===== config.mk =====
export PLATFORM = sky130hd
export DESIGN_NAME = microsequencer
export DESIGN_NICKNAME = d
export VERILOG_FILES = /design/src/rtl/microsequencer.sv
export SDC_FILE = /design/constraint.sdc
export NUM_CORES = 1
export LEC_CHECK = 0
export CAP_MARGIN = 20
export CORE_ASPECT_RATIO = 0.9
export CORE_MARGIN = 2
export CORE_UTILIZATION = 47
export CTS_CLUSTER_SIZE = 40
export DETAILED_ROUTE_END_ITERATION = 10
export GPL_TIMING_DRIVEN = 0
export PLACE_DENSITY = 0.84
export SETUP_SLACK_MARGIN = 0.2
export SLEW_MARGIN = 10
export SYNTH_ARGS = -nofsm -noshare
export SYNTH_HDL_FRONTEND = slang
export SYNTH_SLANG_ARGS = --single-unit

===== constraint.sdc =====
create_clock -name clk -period 2.9 [get_ports clk]
set_input_delay 0.58 -clock clk [delete_from_list [all_inputs] [get_ports clk]]
set_output_delay 0.58 -clock clk [all_outputs]
set_load 0.01 [all_outputs]

===== src/rtl/microsequencer.sv =====
// Next-state address generator for the microprogrammed control unit.
// Define MICRO_STACK_EN to add the CALL/RET return-address stack.
module microsequencer #(
    parameter int unsigned        ADDR_W      = 10,
    parameter logic [ADDR_W-1:0]  FAULT_STATE = ADDR_W'(5),
    parameter int unsigned        MOC_TIMEOUT = 16,
    parameter int unsigned        STACK_DEPTH = 4
) (
    input  logic              clk,
    input  logic              reset,
    input  logic [ADDR_W-1:0] enc_state,
    input  logic [ADDR_W-1:0] cr_addr,
    input  logic [2:0]        ns_sel,
    input  logic              cond_inv,
    input  logic              cond_in,
    input  logic              moc,
    output logic [ADDR_W-1:0] next_state,
    output logic              stall,
    output logic              mem_fault,
    output logic              stack_err
);

    typedef enum logic [2:0] {
        SelEnc, SelInc, SelJmp, SelCbr, SelMwait, SelCall, SelRet, SelRst
    } ns_sel_e;

    localparam int unsigned WCW = (MOC_TIMEOUT > 1) ? $clog2(MOC_TIMEOUT) : 1;
    localparam logic [WCW-1:0] WaitLast = WCW'((MOC_TIMEOUT > 0) ? MOC_TIMEOUT - 1 : 0);

    ns_sel_e           sel;
    logic [ADDR_W-1:0] state_q, state_d, inc;
    logic [WCW-1:0]    wait_q, wait_d;
    logic              fault_q, fault_d;

    assign sel        = ns_sel_e'(ns_sel);
    assign inc        = state_q + ADDR_W'(1);
    assign next_state = state_q;
    assign mem_fault  = fault_q;
    assign stall      = (sel == SelMwait) && !moc;

`ifdef MICRO_STACK_EN
    localparam int unsigned SPW = $clog2(STACK_DEPTH + 1);
    localparam int unsigned IDW = (STACK_DEPTH > 1) ? $clog2(STACK_DEPTH) : 1;

    logic [ADDR_W-1:0] stack_q [STACK_DEPTH];
    logic [ADDR_W-1:0] stack_d [STACK_DEPTH];
    logic [SPW-1:0]    sp_q, sp_d;
    logic [IDW-1:0]    push_idx, top_idx;
    logic              serr_q, serr_d;

    assign push_idx  = IDW'(sp_q);
    assign top_idx   = IDW'(sp_q - SPW'(1));
    assign stack_err = serr_q;
`else
    assign stack_err = 1'b0;
`endif

    always_comb begin
        state_d = state_q;
        wait_d  = '0;
        fault_d = 1'b0;
`ifdef MICRO_STACK_EN
        stack_d = stack_q;
        sp_d    = sp_q;
        serr_d  = 1'b0;
`endif
        unique case (sel)
            SelEnc: state_d = enc_state;
            SelInc: state_d = inc;
            SelJmp: state_d = cr_addr;
            SelCbr: state_d = (cond_in ^ cond_inv) ? cr_addr : inc;
            SelMwait: begin
                // moc on the final allowed cycle still wins over the timeout
                if (moc) begin
                    state_d = inc;
                end else if (MOC_TIMEOUT != 0 && wait_q == WaitLast) begin
                    state_d = FAULT_STATE;
                    fault_d = 1'b1;
                end else begin
                    wait_d = wait_q + WCW'(1);
                end
            end
            SelCall: begin
`ifdef MICRO_STACK_EN
                if (sp_q == SPW'(STACK_DEPTH)) begin
                    state_d = FAULT_STATE;
                    serr_d  = 1'b1;
                end else begin
                    stack_d[push_idx] = inc;
                    sp_d              = sp_q + SPW'(1);
                    state_d           = cr_addr;
                end
`else
                state_d = inc;
`endif
            end
            SelRet: begin
`ifdef MICRO_STACK_EN
                if (sp_q == '0) begin
                    state_d = '0;
                    serr_d  = 1'b1;
                end else begin
                    state_d = stack_q[top_idx];
                    sp_d    = sp_q - SPW'(1);
                end
`else
                state_d = inc;
`endif
            end
            SelRst: state_d = '0;
            default: state_d = '0;
        endcase
    end

    always_ff @(posedge clk) begin
        if (reset) begin
            state_q <= '0;
            wait_q  <= '0;
            fault_q <= 1'b0;
`ifdef MICRO_STACK_EN
            sp_q    <= '0;
            serr_q  <= 1'b0;
            for (int i = 0; i < STACK_DEPTH; i++) stack_q[i] <= '0;
`endif
        end else begin
            state_q <= state_d;
            wait_q  <= wait_d;
            fault_q <= fault_d;
`ifdef MICRO_STACK_EN
            sp_q    <= sp_d;
            serr_q  <= serr_d;
            stack_q <= stack_d;
`endif
        end
    end

endmodule


# --- Yosys cells after proc, flatten, opt, wreduce, memory -nomap -nowiden ---
# Index checks and enable logic that the tools add are counted.
# Widths: inputs -> output; s select.
word_totals:
  reg_bits: 15
  latch_bits: 0
  mem_bits_rw: 0
  mem_bits_ro: 0
  input_bits: 28
  out_inout_bits: 13
  wordCells: 27
  memories: 0
op_classes:
  n_addsub: 2
  multipliers: 0
  div_mod_pow: 0
  n_lt_le_gt_ge: 0
  n_eq_ne: 9
  n_shift: 0
  n_mux: 5
  bitwise_logic: 2
  reduce_logical: 6
ops:
  columns: ["op", "n"]
  rows:
  - ["$pmux 10 s6", 1]
  - ["$mux 10", 3]
  - ["$eq 3x3->1 const B", 4]
  - ["$add 10x1->10 const B", 1]
  - ["$eq 3x2->1 const B", 2]
  - ["$reduce_or 3->1", 2]
  - ["$add 4x1->4 const B", 1]
  - ["$eq 4x4->1 const B", 1]
  - ["$reduce_or 4->1", 1]
  - ["$eq 3x1->1 const B", 1]
  - ["$logic_not 3->1", 1]
  - ["$ne 3x2->1 const B", 1]
  - ["$logic_and 1x1->1", 1]
  - ["$logic_not 1->1", 1]
  - ["$mux 1", 1]
  - ["$not 1->1", 1]
  - ["$xor 1x1->1", 1]

# --- Longest topological paths before layout ---
# Gate-level depths: netlist of run 1.
depth:
  depth_word: 4
  mapped_depth: 7
  mapped_depth_nobuf: 5

# --- Least setup slack after synthesis of run 1 ---
# No wires, ideal clock.
synth_path:
  kind: "input -> output"
  start: "input ns_sel[2]"
  end: "output stall"
  arrival_ns: 1.333
  required_ns: 2.320
  setup_slack_ns: 0.987
  path_stages: 3
  path_buffers: 1
  path_cell_list: "buf_2 > or4b_4 > clkinv_4"
synth_between:
  elab_chain_len: 2
synth_rtl:
  columns: ["item", "line_no", "text"]
  rows:
  - ["from (decl)", "13", "input logic [2:0] ns_sel,"]
  - ["$eq 3x3->1", "39", "assign stall = (sel == SelMwait) && !moc;"]
  - ["$logic_and 1x1->1", "39", null]
  - ["to (decl)", "18", "output logic stall,"]
# Every way passes these cells.

# --- Worst setup path in the final report of run 1 ---
layout_path:
  start: "input ns_sel[0]"
  end: "output stall"
# Same word-level chain as after synthesis.

==> flow_metrics.tcl, run 1 <==
set metrics [dict create \
    port-buffer-count 36 \
    yosys-top-cells-area "dfxtp_1 28%, nor3_1 6.5%, o22ai_1 4.1%, a21oi_1 3.7%, a211oi_1 3.5%" \
    cts.sink_count 15 \
    synth_area_leader_cell "dfxtp_1" \
    place_congestion 0.884 \
    hold_path_class "flop to flop" \
    cts_buffers 3 \
    number_of_design_rule_violations_left_by_the_first_detailed_router_iteration 62 \
    run_status "completed" \
    crit_type "input port to output port" \
    dieHeight_um 49.5 \
    critical_path_arrival_ps 2000 \
    cts_hold_buffers 0 \
    initial_antenna_violation_count 0 \
    clkTransAtPathRegs_ps 90 \
    clockRootBuffer "clkbuf_4" \
    proportion_of_synthesized_chip_area_in_sequential_cells 0.278 \
    drt_wl_total_mm 3.12 \
    timing.critical_path.depth 4 \
    timing.critical_path.cells "clkdlybuf4s50_1, or4b_4, clkinv_4, dlygate4sd2_1" \
    ports_placed_on_the_boundary 41 \
    critical_path.top_delay_family "buffers and inverters" \
    worstPathMaxFanout 7 \
    cts_max_level 1 \
    yosysWarnings 0 \
    grt_pass1_vias 1182 \
    grt_start_max_net_pins 11 \
    timing.max_slew.rel_slack 0.537 \
    cts_tree "yes" \
    setup-violations-final 0 \
    die_area_um2 2700 \
    drive_above_1_share 0.0773 \
    required_ps 2320 \
    number_of_nets_in_the_layout 212 \
    post_synth_num_cell_types 44 \
    area.growth.synth_to_final_pct 39.6 \
    count_of_final_max_slew_check_failures 0 \
    hold_violations 0 \
    worst_slew_pin_slew_ps 694 \
    chipWidth_um 54.5 \
    period_minus_slack_ps 2580 \
    core_area_um2 2180 \
    filler_cell_count 196 \
    vdd.ir_drop.worst_mv 0.281 \
    dpl.hpwl_mm 2.35 \
    hold-path-cell-count 1 \
    antenna_violating_nets_post_route 0 \
    async_flop_share 0 \
    cellPowerDensity_nw_per_um2 338 \
    power_leakage_uw 0.000571 \
    clk_latency_ps 300 \
    timing.critical_path.slowest_stage_cell "or4b_4" \
    rsz0062_at_grt "false" \
    yosys-top-cells-count "15 x dfxtp_1, 14 x nor3_1, 10 x inv_1" \
    firstDrtPassIters 5 \
    critPathLaunchType "input port" \
    effective_utilization_at_floorplan 0.495 \
    track_usage 0.255 \
    routed_length_per_placed_instance_um 15.0 \
    most_repeated_cell_in_the_gate_level_netlist_after_synthesis "dfxtp_1" \
    finClkSkew_ps 0.606 \
    grt_pass1_wl_mm 5.04 \
    mappedNetlistNets 170 \
    postSynthAreaPerCell_um2 7.71 \
    via_per_inst 6.12 \
    route.vias.total 1273 \
    number_of_synthesized_flops_with_an_enable_pin 0 \
    globalRouteOverflowTotal 0 \
    post-place-cells 203 \
    drv_cap 0 \
    cp_num_buf_inv 3 \
    synthesis.area_um2 1080 \
    syn-instance-count 140 \
    final.period_utilization 0.888 \
    drc 0 \
    synthDominantCellAreaShare 0.278 \
    dominantRegCellSynth "dfxtp_1" \
    critical_path.endpoint_type "output port" \
    ys_seq_elements 15 \
    final_cell_count_no_fill 208 \
    placement_rows 16 \
    clk_path_buf_depth 2 \
    num_antenna_cells 0 \
    timing.critical_path.slowest_cell_delay_ps 570 \
    fmaxAchievable_mhz 388 \
    fin_setup_tns_ps 0 \
    rr_worst_depth 6 \
]
[layer usage]
metal | part of all wire | global-route usage | wire length, um
met1 | 0.46 | 0.350 | 1420
met2 | 0.44 | 0.382 | 1370
met3 | 0.078 | 0.0273 | 245
met4 | 0.027 | 0.142 | 83
met5 | 0 | 0 | 0
[area by class of cell]
| cell class | instances | area, um^2 | share of cell area |
|---|---|---|---|
| Buffer | 7 | 46.3 | 0.0307 |
| Clock buffer | 3 | 22.5 | 0.0149 |
| Clock inverter | 1 | 5.00 | 0.00332 |
| Inverter | 11 | 46.3 | 0.0307 |
| Multi-Input combinational cell | 107 | 687 | 0.456 |
| Sequential cell | 15 | 300 | 0.199 |
| Tap cell | 27 | 33.8 | 0.0224 |
| Timing Repair Buffer | 37 | 367 | 0.243 |
[placed cells by master, fill, tap and decap left out, types with 4 or more instances in the layout]
cell type	n
clkdlybuf4s50_1	35
dfxtp_1	15
nor3_1	14
inv_1	10
a21oi_1	8
o22ai_1	7
nand2_1	6
nand3_1	5
nor2_1	5
o21ai_0	5
a211oi_1	5
a31oi_1	5
and2_1	4
nand2b_1	4
[worst paths after layout]
check,from,end,slack (ps)
max,ns_sel[0],stall,320
min,wait_q[0],wait_q[0],470
max reg2reg,wait_q[0],next_state[5],1050
min reg2reg,wait_q[0],wait_q[0],470
[report_power, final]
group | leakage [uW] | total (uW) | internal [uW] | switching [uW]
clock | 0.0000177 | 129 | 51.6 | 77.5
combinational | 0.000431 | 147 | 82.3 | 64.6
sequential | 0.000122 | 233 | 216 | 16.5
[flip-flops by register name (all words and copies together) (netlist names)]
signal and flops:
mem_fault 1, next_state 10, wait_q 4
[logic make-up after synthesis]
logic type / synth area share
other: 0.00347
DFF: 0.278
adders and majority gates: 0.0232
muxes: 0.00927
AOI/OAI and AO/OA: 0.302
and+or+nand+nor: 0.257
buffers and inverters: 0.0857
xor gates and xnor gates: 0.0406
[metrics by stage]
stage | total power [uW] | util | hold WS (ps) | setup slack [ps] | area (um^2)
final | 509 | 0.691 | 468 | 324 | 1510
after detailed placement | 382 | 0.675 | 458 | 22.8 | 1470
after CTS | 505 | 0.691 | 471 | 329 | 1510
after floorplan | 309 | - | 431 | 987 | 1080
after global routing | 531 | 0.691 | 499 | 285 | 1510
after global placement | 378 | 0.675 | 439 | 34.5 | 1470
[worst reg2reg max path, stage by stage (launching register included)]
cell      delay, ps
dfxtp_1         370
ha_1            190
nand3_1         270
and2_4          270
buf_6           130
a222oi_1        390
a21oi_1         110
[timing repair]
| item | CTS | global route |
|---|---|---|
| setup endpoints to repair | 1 | 0 |
| setup buffers | 1 | 0 |
| resized for setup | 1 | 0 |
Note: power is estimated with default switching activity, not from simulation.
==> run 2, diff against run 1 <==
Settings changed: CORE_MARGIN 2 to unset, CORE_UTILIZATION 47 to 40, PLACE_DENSITY 0.84 to 0.73.
==> run 2 against run 1 <==
  * The run now ends with DRC left
  * Combinational power about the same
  * First-iteration DRC count increased by 23%
  * Clock skew increased by 11 ps
  * Power increased by 0.95%
  * Cell area increased by 0.25%
  * Critical endpoint unchanged
  * Critical path type unchanged
==> flow_metrics.tcl, run 2 (synthesis gave the netlist of run 1 again) <==
set metrics [dict create \
    run_status "complete, but fails checks" \
    violations_in_the_final_reports "DRC" \
    cts.sink_count 15 \
    die_area_um2 2910 \
    vdd.ir_drop.worst_mv 0.158 \
    track_usage 0.239 \
    netSwitchingFraction 0.316 \
    placement_rows 17 \
    worstPathMaxFanout 7 \
    critical_path_arrival_ps 2000 \
    setup-violations-final 0 \
    power_leakage_uw 0.000568 \
    effective_utilization_at_floorplan 0.430 \
    dieHeight_um 51.3 \
    antenna_violating_nets_post_route 0 \
    drt_wl_total_mm 3.22 \
    dpl_cell_area_um2 1480 \
    grt_start_max_net_pins 11 \
    num_antenna_cells 0 \
    globalRouteOverflowTotal 0 \
    timing.critical_path.slowest_stage_cell "or4b_4" \
    timing.critical_path.slowest_cell_delay_ps 570 \
    layout.cells.most_common "clkdlybuf4s50_1" \
    worst_slew_pin_slew_ps 652 \
    grt_pass1_wl_mm 5.35 \
    required_ps 2320 \
    port-buffer-count 36 \
    critical_path.top_delay_family "buffers and inverters" \
    regToRegStartpoint "wait_q[0]" \
    hold_violations 0 \
    power.sequential.fraction 0.453 \
    final_design_area_no_fill_um2 1510 \
    cts_max_level 1 \
    clk_latency_ps 300 \
    cts_buffers 3 \
    cts_hold_buffers 0 \
    top_library_cells_by_usage_in_the_layout_fill_and_taps_aside "35 x clkdlybuf4s50_1, 15 x dfxtp_1, 14 x nor3_1, 10 x inv_1, 8 x a21oi_1" \
    count_of_final_max_slew_check_failures 0 \
    drc 6 \
    filler_cell_count 241 \
    timing.max_slew.rel_slack 0.562 \
    hold_path_class "flop to flop" \
    firstDrtPassIters 7 \
    max_ffs_per_register 10 \
    number_of_design_rule_violations_left_by_the_first_detailed_router_iteration 76 \
    dp_worst_setup_slack_ps 11.8 \
    place_congestion 0.845 \
    chipWidth_um 56.8 \
    routed_length_per_placed_instance_um 15.4 \
    clk_path_buf_depth 2 \
    drive_above_1_share 0.0773 \
    core_area_um2 2510 \
    crit_type "input port to output port" \
    final.period_utilization 0.889 \
    timing.critical_path.cells "clkdlybuf4s50_1, or4b_4, clkinv_4, dlygate4sd2_1" \
    rr_worst_depth 6 \
    power_report.internal_total_uw 351 \
    clkTransAtPathRegs_ps 110 \
    ports_placed_on_the_boundary 41 \
    grt_pass1_vias 1153 \
    power.net_switching_uw 162 \
    dpl.hpwl_mm 2.46 \
    fin_setup_tns_ps 0 \
    period_minus_slack_ps 2580 \
    drv_cap 0 \
    critPathLaunchType "input port" \
    clockPowerShare 0.259 \
    finClkSkew_ps 11.8 \
    critical_path.reg2reg.endpoint "next_state[3]" \
    fin_hold_ws_ps 465 \
    rsz0062_at_grt "false" \
    via_per_inst 6.01 \
    endpoint "stall" \
    initial_antenna_violation_count 0 \
    clockRootBuffer "clkbuf_4" \
    cp_num_buf_inv 3 \
    number_of_nets_in_the_layout 212 \
    timing.critical_path.depth 4 \
    critical_path.endpoint_type "output port" \
    area.growth.synth_to_final_pct 40.0 \
    fmaxAchievable_mhz 388 \
    setup_slack_ps 322 \
    cts_tree "yes" \
    cellPowerDensity_nw_per_um2 340 \
    startpoint_of_the_worst_setup_timing_path "ns_sel[0]" \
    route.vias.total 1256 \
    reg2reg_setup_slack_ps 1060 \
    comb_power_share 0.288 \
]
run 2: cell count changes in the layout (fill, tap and decap cells not counted):
| cell | before | now |
|---|---|---|
| clkinvlp_4 | 0 | 1 |
| clkinv_2 | 1 | 0 |
run 2: area by class of cell:
class | count | area (um^2) | area share
clock buffers | 3 | 22.5 | 0.0149
repair buffers | 37 | 367 | 0.243
multi-input cells | 107 | 687 | 0.454
clock inverters | 1 | 7.51 | 0.00497
flip-flops and latches | 15 | 300 | 0.199
well taps | 28 | 35.0 | 0.0232
plain buffers | 7 | 46.3 | 0.0306
inverters | 11 | 46.3 | 0.0306
run 2: what timing repair did:
action	CTS	global route
setup buffers	1	0
endpoints found under the setup margin	1	0
gates resized for setup	1	0
run 2: how the worst min path moves through the flow:
stage | start | to | cells after the start
5_1_grt | wait_q[0] | wait_q[0] | 1
2_1_floorplan | wait_q[0] | wait_q[0] | 1
6_report | wait_q[0] | wait_q[0] | 1
3_5_place_dp | wait_q[0] | wait_q[0] | 1
3_3_place_gp | wait_q[0] | wait_q[0] | 1
4_1_cts | wait_q[0] | wait_q[0] | 1
run 2: metal layers:
layer,GRT usage,wire length (um)
met4,0.130,76
met1,0.317,1390
met2,0.375,1470
met3,0.0354,281
met5,0,0
run 2: metrics by stage:
step / util / instances / total power, uW
2_1_floorplan: - / 140 / 309
3_3_place_gp: 0.588 / 204 / 380
3_5_place_dp: 0.588 / 204 / 383
4_1_cts: 0.602 / 209 / 512
5_1_grt: 0.602 / 209 / 541
6_report: 0.602 / 209 / 514
run 2: power groups by stage:
stage          combinational, uW  clock, uW  sequential [uW]
2_1_floorplan               70.8          0              238
3_3_place_gp                 143          0              236
3_5_place_dp                 146          0              237
4_1_cts                      146        133              232
5_1_grt                      160        147              235
6_report                     148        133              233
